### src/rtl/output_display_driver_pkg.sv
// Shared constants for the display driver: FSM encodings, segment patterns,
// digit-select codes and the double-dabble step used by the converter.
package output_display_driver_pkg;

  typedef enum logic [1:0] {
    ST_IDLE  = 2'd0,
    ST_SHIFT = 2'd1,
    ST_DONE  = 2'd2
  } state_t;

  // Active-low segment patterns, bit order {g,f,e,d,c,b,a}
  localparam logic [6:0] SEG_0     = 7'h40;
  localparam logic [6:0] SEG_1     = 7'h79;
  localparam logic [6:0] SEG_2     = 7'h24;
  localparam logic [6:0] SEG_3     = 7'h30;
  localparam logic [6:0] SEG_4     = 7'h19;
  localparam logic [6:0] SEG_5     = 7'h12;
  localparam logic [6:0] SEG_6     = 7'h02;
  localparam logic [6:0] SEG_7     = 7'h78;
  localparam logic [6:0] SEG_8     = 7'h00;
  localparam logic [6:0] SEG_9     = 7'h10;
  localparam logic [6:0] SEG_BLANK = 7'h7F;

  // Active-low one-hot digit selects
  localparam logic [2:0] DIG_ONES     = 3'b110;
  localparam logic [2:0] DIG_TENS     = 3'b101;
  localparam logic [2:0] DIG_HUNDREDS = 3'b011;
  localparam logic [2:0] DIG_NONE     = 3'b111;

  localparam int SHIFT_W = 20;  // {hundreds, tens, ones, binary}

  // One double-dabble iteration: add 3 to any BCD nibble >= 5, then shift left.
  function automatic logic [SHIFT_W-1:0] dabble_step(input logic [SHIFT_W-1:0] s);
    logic [SHIFT_W-1:0] adj;
    adj = s;
    if (adj[19:16] >= 4'd5) adj[19:16] = adj[19:16] + 4'd3;
    if (adj[15:12] >= 4'd5) adj[15:12] = adj[15:12] + 4'd3;
    if (adj[11:8]  >= 4'd5) adj[11:8]  = adj[11:8]  + 4'd3;
    return {adj[SHIFT_W-2:0], 1'b0};
  endfunction

endpackage

### src/rtl/output_display_driver_if.sv
// Debug view of the display driver's internal state, for checkers and benches.
interface output_display_driver_if;
  import output_display_driver_pkg::*;

  state_t      state;
  logic [7:0]  last_value;
  logic [2:0]  bit_cnt;
  logic [1:0]  digit_idx;

  modport master  (output state, output last_value, output bit_cnt, output digit_idx);
  modport monitor (input  state, input  last_value, input  bit_cnt, input  digit_idx);
endinterface

### src/rtl/seven_segment_decoder.sv
// BCD nibble to active-low seven-segment pattern; blank or non-decimal
// nibbles turn every segment off.
module seven_segment_decoder
  import output_display_driver_pkg::*;
(
  input  logic [3:0] nibble,
  input  logic       blank,
  output logic [6:0] seg_bar
);

  always_comb begin
    seg_bar = SEG_BLANK;
    if (!blank) begin
      case (nibble)
        4'd0:    seg_bar = SEG_0;
        4'd1:    seg_bar = SEG_1;
        4'd2:    seg_bar = SEG_2;
        4'd3:    seg_bar = SEG_3;
        4'd4:    seg_bar = SEG_4;
        4'd5:    seg_bar = SEG_5;
        4'd6:    seg_bar = SEG_6;
        4'd7:    seg_bar = SEG_7;
        4'd8:    seg_bar = SEG_8;
        4'd9:    seg_bar = SEG_9;
        default: seg_bar = SEG_BLANK;
      endcase
    end
  end

endmodule

### src/rtl/output_display_driver.sv
// Byte-to-BCD converter (serial double dabble) feeding a multiplexed
// three-digit seven-segment display with optional leading-zero blanking.
module output_display_driver
  import output_display_driver_pkg::*;
#(
  parameter int REFRESH_DIV = 1000,
  parameter bit BLANK_LZ    = 1'b1
) (
  input  logic        CLK,
  input  logic        CLR,
  input  logic [7:0]  display_input,
  output logic [6:0]  seg_bar,
  output logic [2:0]  digit_enable_bar,
  output logic [11:0] bcd_value,
  output logic        busy,
  output_display_driver_if.master dbg
);

  localparam int CNT_W = (REFRESH_DIV > 2) ? $clog2(REFRESH_DIV) : 1;
  localparam logic [CNT_W-1:0] CNT_LAST = CNT_W'(REFRESH_DIV - 1);

  state_t              state, state_next;
  logic [7:0]          last_value;
  logic [SHIFT_W-1:0]  shift_reg;
  logic [2:0]          bit_cnt;
  logic                capture, shifting, load;

  logic [CNT_W-1:0]    refresh_cnt;
  logic [1:0]          digit_idx;
  logic [3:0]          sel_nibble;
  logic                sel_blank;

  // FSM state register
  always_ff @(posedge CLK) begin
    if (CLR) state <= ST_IDLE;
    else     state <= state_next;
  end

  // FSM next state
  always_comb begin
    state_next = state;
    case (state)
      ST_IDLE:  if (display_input != last_value) state_next = ST_SHIFT;
      ST_SHIFT: if (bit_cnt == 3'd7)             state_next = ST_DONE;
      ST_DONE:  state_next = ST_IDLE;
      default:  state_next = ST_IDLE;
    endcase
  end

  // FSM outputs
  always_comb begin
    capture  = 1'b0;
    shifting = 1'b0;
    load     = 1'b0;
    case (state)
      ST_IDLE:  capture  = (display_input != last_value);
      ST_SHIFT: shifting = 1'b1;
      ST_DONE:  load     = 1'b1;
      default:  ;
    endcase
  end

  assign busy = (state != ST_IDLE);

  // Conversion datapath; bcd_value only ever takes a finished result.
  always_ff @(posedge CLK) begin
    if (CLR) begin
      last_value <= 8'h00;
      shift_reg  <= '0;
      bit_cnt    <= 3'd0;
      bcd_value  <= 12'h000;
    end else begin
      if (capture) begin
        last_value <= display_input;
        shift_reg  <= {12'h000, display_input};
        bit_cnt    <= 3'd0;
      end else if (shifting) begin
        shift_reg  <= dabble_step(shift_reg);
        bit_cnt    <= bit_cnt + 3'd1;
      end
      if (load) bcd_value <= shift_reg[19:8];
    end
  end

  // Digit scan: each digit is held for REFRESH_DIV cycles.
  always_ff @(posedge CLK) begin
    if (CLR) begin
      refresh_cnt <= '0;
      digit_idx   <= 2'd0;
    end else if (refresh_cnt == CNT_LAST) begin
      refresh_cnt <= '0;
      digit_idx   <= (digit_idx == 2'd2) ? 2'd0 : digit_idx + 2'd1;
    end else begin
      refresh_cnt <= refresh_cnt + CNT_W'(1);
    end
  end

  always_comb begin
    digit_enable_bar = DIG_NONE;
    sel_nibble       = 4'd0;
    sel_blank        = 1'b1;
    case (digit_idx)
      2'd0: begin
        digit_enable_bar = DIG_ONES;
        sel_nibble       = bcd_value[3:0];
        sel_blank        = 1'b0;
      end
      2'd1: begin
        digit_enable_bar = DIG_TENS;
        sel_nibble       = bcd_value[7:4];
        sel_blank        = BLANK_LZ && (bcd_value[11:4] == 8'h00);
      end
      2'd2: begin
        digit_enable_bar = DIG_HUNDREDS;
        sel_nibble       = bcd_value[11:8];
        sel_blank        = BLANK_LZ && (bcd_value[11:8] == 4'h0);
      end
      default: ;
    endcase
  end

  seven_segment_decoder u_decoder (
    .nibble  (sel_nibble),
    .blank   (sel_blank),
    .seg_bar (seg_bar)
  );

  assign dbg.state      = state;
  assign dbg.last_value = last_value;
  assign dbg.bit_cnt    = bit_cnt;
  assign dbg.digit_idx  = digit_idx;

endmodule

### src/flat_wrapper.sv
// flat-port wrapper written by rule: the top's interface ports become plain ports
module output_display_driver_flat import output_display_driver_pkg::*;
#(
  parameter int REFRESH_DIV = 1000,
  parameter bit BLANK_LZ    = 1'b1
)
  (CLK, CLR, display_input, seg_bar, digit_enable_bar, bcd_value, busy, dbg_state, dbg_last_value, dbg_bit_cnt, dbg_digit_idx);
  output_display_driver_if dbg_i ();
  input  logic CLK;
  input  logic CLR;
  input  logic [7:0] display_input;
  output logic [6:0] seg_bar;
  output logic [2:0] digit_enable_bar;
  output logic [11:0] bcd_value;
  output logic busy;
  output wire logic [$bits(dbg_i.state)-1:0] dbg_state;
  output wire logic [$bits(dbg_i.last_value)-1:0] dbg_last_value;
  output wire logic [$bits(dbg_i.bit_cnt)-1:0] dbg_bit_cnt;
  output wire logic [$bits(dbg_i.digit_idx)-1:0] dbg_digit_idx;
  assign dbg_state = dbg_i.state;
  assign dbg_last_value = dbg_i.last_value;
  assign dbg_bit_cnt = dbg_i.bit_cnt;
  assign dbg_digit_idx = dbg_i.digit_idx;
  output_display_driver #(.REFRESH_DIV(REFRESH_DIV), .BLANK_LZ(BLANK_LZ)) u_core (.CLK(CLK), .CLR(CLR), .display_input(display_input), .seg_bar(seg_bar), .digit_enable_bar(digit_enable_bar), .bcd_value(bcd_value), .busy(busy), .dbg(dbg_i));
endmodule
### config.mk
export PLATFORM = sky130hd
export DESIGN_NAME = output_display_driver_flat
export DESIGN_NICKNAME = d
export VERILOG_FILES = /design/src/rtl/output_display_driver_pkg.sv /design/src/rtl/output_display_driver_if.sv /design/src/rtl/seven_segment_decoder.sv /design/src/rtl/output_display_driver.sv /design/src/flat_wrapper.sv
export SDC_FILE = /design/constraint.sdc
export NUM_CORES = 1
export LEC_CHECK = 0
export ABC_AREA = 1
export CORE_UTILIZATION = 45
export DETAILED_ROUTE_END_ITERATION = 10
export GPL_TIMING_DRIVEN = 0
export PLACE_DENSITY = 0.69
export SLEW_MARGIN = 20
export SYNTH_ARGS = -nofsm -noshare
export SYNTH_HDL_FRONTEND = slang
export SYNTH_SLANG_ARGS = --single-unit
### constraint.sdc
create_clock -name CLK -period 1.7 [get_ports CLK]
set_input_delay 0.34 -clock CLK [delete_from_list [all_inputs] [get_ports CLK]]
set_output_delay 0.34 -clock CLK [all_outputs]
set_load 0.01 [all_outputs]
==> results of run 1 <==
==> cell usage after synthesis (all sizes together), types with 4 or more instances <==
cell    count  area (µm²)
xor2        4        35.0
nand3      26         143
buf         7        37.5
o21ai      35         186
nand4      14        87.6
or2         6        40.0
nor3        6        30.0
dfxtp      57        1140
a21oi      28         140
xnor2       5        43.8
clkbuf      6        22.5
ha         14         175
inv        51         194
a22oi       5        37.5
nor2       38         153
nand2      73         294
==> cells in the final DEF, fill, tap and decap left out, drive strengths merged <==
| master | synthesis | layout |
|---|---|---|
| clkdlybuf4s50 | 0 | 36 |
| nor4 | 3 | 3 |
| nor3b | 1 | 1 |
| nand3 | 26 | 26 |
| o221ai | 1 | 1 |
| nor3 | 6 | 6 |
| inv | 51 | 51 |
| nand2 | 73 | 73 |
| o211ai | 2 | 2 |
| bufinv | 0 | 1 |
| ha | 14 | 14 |
| dlymetal6s2s | 0 | 1 |
| a22oi | 5 | 5 |
| and2 | 1 | 1 |
| xnor2 | 5 | 5 |
| clkinvlp | 0 | 2 |
| nand4 | 14 | 14 |
| dfxtp | 57 | 57 |
| nor2 | 38 | 38 |
| o21ai | 35 | 35 |
| buf | 7 | 26 |
| or2 | 6 | 6 |
| clkbuf | 6 | 19 |
| clkdlybuf4s15 | 0 | 1 |
| a21oi | 28 | 28 |
| a31oi | 3 | 3 |
| dlygate4sd2 | 0 | 2 |
| xor2 | 4 | 4 |
| clkinv | 0 | 2 |
==> power breakdown <==
| part | leakage [µW] | switching, µW | internal, µW |
|---|---|---|---|
| clock network | 0.0000953 | 539 | 712 |
| registers | 0.000467 | 28.9 | 1370 |
| logic | 0.00106 | 150 | 114 |
==> routing by layer <==
| metal | share of wire (%) | routed length (µm) |
|---|---|---|
| met5 | 0 | 0 |
| met4 | 1.4 | 99 |
| met3 | 5.0 | 341 |
| met2 | 48 | 3310 |
| met1 | 45 | 3110 |
==> logic make-up (layout without fill, tap and decap cells) <==
logic type	after synthesis	after routing
buffers and inverters	64	141
XOR/XNOR	9	9
AND/OR/NAND/NOR	168	168
AO/OA/AOI/OAI	74	74
adder cells (fa/ha/maj)	14	14
flip-flops	57	57
==> through the flow <==
step | power (µW) | hold slack (ns) | area [µm²]
2_1_floorplan | 1580 | 0.409 | 2900
3_3_place_gp | 1680 | 0.437 | 3460
3_5_place_dp | 1690 | 0.438 | 3460
4_1_cts | 2940 | 0.455 | 3770
5_1_grt | 3050 | 0.473 | 3840
6_report | 2910 | 0.451 | 3840
==> layout make-up <==
cell class              count  area share [%]
plain buffers              13            1.63
well taps                  75            2.44
multi-input cells         265            40.7
repair buffers             61            14.9
inverters                  51            5.18
clock inverters             5            1.43
flip-flops and latches     57            30.1
clock buffers              11            3.68
==> worst min path at each step <==
| stage | startpoint | to | slack [ns] | cells after the start |
|---|---|---|---|---|
| 2_1_floorplan | CLR | u_core.dbg.last_value[6] | 0.41 | 1 |
| 3_3_place_gp | u_core.refresh_cnt[0] | u_core.refresh_cnt[0] | 0.44 | 1 |
| 3_5_place_dp | u_core.refresh_cnt[0] | u_core.refresh_cnt[0] | 0.44 | 1 |
| 4_1_cts | u_core.refresh_cnt[0] | u_core.refresh_cnt[0] | 0.45 | 1 |
| 5_1_grt | u_core.refresh_cnt[0] | u_core.refresh_cnt[0] | 0.47 | 1 |
| 6_report | u_core.refresh_cnt[0] | u_core.refresh_cnt[0] | 0.45 | 1 |
==> timing repair <==
action / 4_1_cts / 5_1_grt
setup buffers: 9 / 5
resized for setup: 48 / 13
hold buffers: 0 / 0
setup endpoints to repair: 11 / 28
pin swaps: 13 / 2
endpoints found under the hold margin: 0 / 0
==> summary.txt, run 1 <==
Drt
  – Initial DRC Count: 121
  – Routed len/inst: approximately 13 µm
  – Via Count: roughly 2800
  – DRT antenna net count: 0
  – Detailed Routing Iterations Pass 1: 4
  – # DRC: 0
  – Routed wire length: between 6 and 7 mm
  – Via/cell ratio: around 5.2

STA
  – Slew Limit Headroom: between 60% and 70%
  – Fin crit share: 135%
  – Final Max Slew Viols: 0
  – Slew @ Worst Pin: 0.489 ns
  – Post-route setup slack: -0.592 ns
  – Setup-failing EPs final: 7
  – Clk_skew: 0.00716 ns
  – Crit path time final: about 2.3 ns
  – Max Freq: about 440 MHz
  – Setup TNS: -3.85 ns
  – Hold Fails Final Rpt: 0
  – Unrepaired setup endpoints after global routing: true

Setup path
  – Setup crit start: u_core.dbg.digit_idx[1]
  – CP Depth: 10
  – R2R Setup Slk: between 0.15 and 0.2 ns
  – R2r endpoint: u_core.shift_reg[13]
  – Reg-to-Reg Start: u_core.shift_reg[13]
  – CP delay by family, top: simple AND/OR/NAND/NOR gates
  – Critical Path Sink Type: primary output
  – CP max stage delay: just under 0.4 ns
  – CP Launch Type: register
  – CP most frequent cell: buf_6
  – Reg2reg path depth: 9
  – Worst endpoint required time: approximately 1.4 ns
  – Worst path slowest cell: dfxtp_4
  – Crit path capture: seg_bar[3]
  – Crit path max fanout: 4
  – WS Path Type: register to primary output
  – Worst Path Buf+Inv: 4
  – Critical Path AT: about 2.0 ns
  – Ordered list of cells on the worst path: inv_6 > nor2_4 > inv_2 > o211ai_4 > buf_6 > ha_4 > or2_1 > nand3_1 > nand2_2 > buf_6

Final layout
  – Reg area: approximately 1200 µm²
  – Final core occ: 63.8%
  – Final net count: slightly below 500
  – # fillers: approximately 560
  – Final non-filler cell total: roughly 540
  – Multi-input combinational cell area: 1560 µm²
  – Max reg flops: 20
  – Area delta synth->final: 34.4%
  – Share of layout cells above drive strength 1: roughly a fifth
  – N_diodes: 0

Synthesis
  – Post-synthesis net count: slightly above 400
  – Post-Synth XOR/XNOR Area: between 2 and 3%
  – Register area share after synthesis: approximately 40%
  – Post-Synth Simple-Gate Area: a little over a quarter
  – Post-synthesis async set-or-reset flop share: 0%
  – Syn Area/Cell: roughly 7.4 µm²
  – Syn Inst Count: 386
  – Post-synth EDFFs: 0
  – Main combinational cell family by area after synthesis: simple AND/OR/NAND/NOR gates
  – Synth Area in Compound Gates: around 15%
  – Synth unique cells: 34
  – Yosys warns: 0
  – Mapped Area: around 2900 µm²
  – Area share of fa/ha/maj cells after synthesis: 6.12%
  – Synth Flop Type: dfxtp_1
  – Multiplexer area fraction after synthesis: 0%
  – Flops & latches, synth: 57

Place
  – HPWL Detailed: 4.83 mm
  – IO buf count: 47
  – Gpl congestion: 0.817
  – Placed Cells: between 500 and 600
  – Post-Place Worst Slack: -0.676 ns

Floorplan
  – Die area: ~6700 µm²
  – Row cnt: 28
  – I/O pin cnt: 48
  – Die Span X: 81.7 µm
  – Die height: between 80 and 90 µm
  – Core Footprint: approximately 6000 µm²
  – Initial Utilization: 47.5%

Run status
  – Failing checks: negative setup slack
  – Status: finished, violations left

Global routing
  – M2 GR Usage: between 30% and 40%
  – Met1 Track Usage GR: 26.3%
  – Largest net degree at the start of global routing: 11
  – Vias in the first global route: roughly 2500
  – Total GRT Usage: between 20 and 25%
  – GRT busiest layer: met2
  – Met3 GRT Util: under 10%
  – First-pass GRT wire length: 10.9 mm
  – Antenna violations before repair: 0
  – Total grt overflow: 0

Clocking
  – Htree depth: 3
  – Worst-Skew Late Latency: approximately 0.33 ns
  – Root Driver: clkbuf_8
  – CTS Sinks: between 50 and 60
  – Clk buf depth: 2
  – Worst-path clk slew: 0.07 ns
  – CTS tree: done
  – CTS Buf Count: 9

Power and ir drop
  – Power Dens Cells: about 760 nW/µm²
  – Lkg Pwr: 0.00162 µW
  – Worst vdd ir: about 0.52 mV

Job
  – Max Cap Viol: 0

Hold path
  – Hold Path Class: register to register
No activity file was read; power rests on OpenSTA's default activity.
==> inputs of run 2 (changes only) <==
--- a/config.mk
+++ b/config.mk
@@ -14,3 +14,4 @@
 export SYNTH_ARGS = -nofsm -noshare
 export SYNTH_HDL_FRONTEND = slang
 export SYNTH_SLANG_ARGS = --single-unit
+export TNS_END_PERCENT = 5
==> run 2 against run 1 <==
Net effect:
- the run still ends with negative setup slack left
- die area is the same
- total power grew 4.7%
- setup slack improved by 0.0010 ns
- sequential cell count unchanged
- critical path type unchanged
- critical endpoint is now seg_bar[0]
- largest cell class unchanged
- largest power group unchanged
==> summary.txt, run 2 (synthesis results as in run 1) <==
STA
  – Slew @ Worst Pin: 0.443 ns (was 0.489 ns)
  – Slew Limit Headroom: 70.4% (was 67.4%)
  – Setup-failing EPs final: 8 (was 7)
  – Max Freq: 437 MHz (was 436 MHz)
  – Clk_skew: 0.00913 ns (was 0.00716 ns)
  – Worst hold margin: 0.452 ns (was 0.451 ns)
  – Setup TNS: -3.78 ns (was -3.85 ns)
  – Post-route setup slack: -0.591 ns (was -0.592 ns)
  – Fin crit share: 135% (about the same)
  – Final Max Slew Viols: 0 (unchanged)
  – Crit path time final: 2.29 ns (about the same)
  – Hold Fails Final Rpt: 0 (unchanged)
  – Unrepaired setup endpoints after global routing: true (unchanged)

Final layout
  – Max reg flops: 20 (unchanged)
  – Final net count: 482 (unchanged)
  – Most frequent cells in the layout: nand2_1, dfxtp_1, inv_1 (unchanged)
  – Area delta synth->final: 34.8% (was 34.4%)
  – Share of layout cells above drive strength 1: 20.5% (was 20.3%)
  – # fillers: 531 (was 555)
  – Commonest non-fill, non-tap cell in the layout: nand2_1 (unchanged)
  – N_diodes: 0 (unchanged)

Floorplan
  – Die height: 81.7 µm (unchanged)
  – Die Span X: 81.7 µm (unchanged)
  – Initial Utilization: 47.5% (unchanged)
  – Die area: 6680 µm² (unchanged)
  – Core Footprint: 6030 µm² (unchanged)
  – I/O pin cnt: 48 (unchanged)
  – Row cnt: 28 (unchanged)

Place
  – IO buf count: 47 (unchanged)
  – Gpl congestion: 0.837 (was 0.817)
  – HPWL Detailed: 4.79 mm (was 4.83 mm)

Drt
  – Initial DRC Count: 100 (was 121)
  – Detailed Routing Iterations Pass 1: 4 (unchanged)
  – # DRC: 0 (unchanged)
  – Via/cell ratio: 5.11 (was 5.21)
  – Routed len/inst: 12.5 µm (was 12.8 µm)
  – Via Count: 2747 (was 2802)
  – Routed wire length: 6.73 mm (was 6.87 mm)
  – DRT antenna net count: 0 (unchanged)

Clocking
  – Hold buffer count at cts: 0 (unchanged)
  – Htree depth: 3 (unchanged)
  – Clk buf depth: 2 (unchanged)
  – CTS Sinks: 57 (unchanged)
  – Root Driver: clkbuf_8 (unchanged)
  – Worst-path clk slew: 0.07 ns (about the same)
  – Worst-Skew Late Latency: 0.33 ns (about the same)
  – CTS tree: done (unchanged)
  – CTS Buf Count: 9 (unchanged)

Setup path
  – Critical Path AT: 1.95 ns (about the same)
  – Worst endpoint required time: 1.36 ns (about the same)
  – Crit path max fanout: 4 (unchanged)
  – CP Launch Type: register (unchanged)
  – WS Path Type: register to primary output (unchanged)
  – Critical Path Sink Type: primary output (unchanged)

Run status
  – Failing checks: negative setup slack (unchanged)
  – Status: finished, violations left (unchanged)

Power and ir drop
  – Psw: 725 µW (was 718 µW)
  – Power share of the combinational group: 8.6% (was 9.0%)
  – Worst vdd ir: 0.780 mV (was 0.519 mV)
  – P_int: 2330 µW (was 2200 µW)
  – Lkg Pwr: 0.00169 µW (was 0.00162 µW)
  – Power Dens Cells: 792 nW/µm² (was 758 nW/µm²)
  – Sw frac: 23.7% (was 24.6%)
  – Clk pwr share: 45.5% (was 42.9%)
  – Sequential share of power: 45.9% (was 48.0%)

Job
  – Max Cap Viol: 0 (unchanged)

Global routing
  – Vias in the first global route: 2486 (was 2470)
  – First-pass GRT wire length: 11.1 mm (was 10.9 mm)
  – Total GRT Usage: 22.0% (was 21.6%)
  – Total grt overflow: 0 (unchanged)
  – Antenna violations before repair: 0 (unchanged)
  – Largest net degree at the start of global routing: 11 (unchanged)

Hold path
  – Hold Path Class: register to register (unchanged)
==> run 2: changes by cell type in the layout (fill, tap and decap cells not counted), sizes merged <==
| cell | change |
|---|---|
| clkdlybuf4s50 | -3 |
| buf | +2 |
| dlymetal6s2s | +2 |
| clkdlybuf4s15 | -1 |
| clkinvlp | -1 |
| dlygate4sd2 | +1 |
==> run 2: what timing repair did <==
action	4_1_cts	5_1_grt
resized for setup	41	26
setup buffers	11	3
endpoints found under the hold margin	0	0
endpoints found under the setup margin	12	37
pin swaps	6	7
==> run 2: path summary, 6_finish.rpt <==
kind / startpoint / slack (ns) / to / cells after the start
max: u_core.dbg.digit_idx[1] / -0.59 / seg_bar[0] / 10
max reg2reg: u_core.shift_reg[13] / 0.15 / u_core.shift_reg[13] / 9
min reg2reg: u_core.refresh_cnt[0] / 0.45 / u_core.refresh_cnt[0] / 1
min: u_core.refresh_cnt[0] / 0.45 / u_core.refresh_cnt[0] / 1
==> run 2: routing by layer <==
layer	global-route usage (%)	vias to the layer above	share of wire, %
met4	8.25	0	1.4
met2	35.0	57	47
met5	0	-	0
met3	6.67	8	4.8
li1	-	1423	-
met1	27.9	1259	47
==> run 2: worst max-delay path: stages, from the launching register on <==
cell	delay, ns
dfxtp_4	0.38
inv_6	0.05
nor2_4	0.13
inv_2	0.06
o211ai_4	0.22
inv_2	0.10
ha_4	0.16
or2_4	0.25
o21ai_2	0.07
o21ai_2	0.06
buf_2	0.14
==> run 2: power groups by stage <==
stage	sequential (µW)	combinational [µW]	clock [µW]
final	1400	263	1390
after global routing	1410	300	1490
after CTS	1400	261	1420
after detailed placement	1430	259	0
after global placement	1430	255	0
after floorplan	1440	144	0
==> run 2: final cells by class <==
class	instances	area, µm²	area share [%]
multi-input combinational	265	1550	40.2
sequential	57	1150	29.9
timing repair buffer	61	569	14.8
inverter	51	199	5.16
clock buffer	12	176	4.58
tap	75	93.8	2.43
buffer	13	66.3	1.72
clock inverter	4	47.5	1.23
==> run 2: through the flow <==
step / total power, µW / util [%] / setup slack, ns / instances / area [µm²]
2_1_floorplan: 1580 / - / -0.135 / 386 / 2890
4_1_cts: 3080 / 62.6 / -0.573 / 535 / 3770
5_1_grt: 3200 / 64.0 / -0.682 / 538 / 3850
6_report: 3050 / 64.0 / -0.591 / 538 / 3850
3_3_place_gp: 1690 / 57.3 / -0.657 / 508 / 3450
3_5_place_dp: 1690 / 57.3 / -0.681 / 508 / 3450
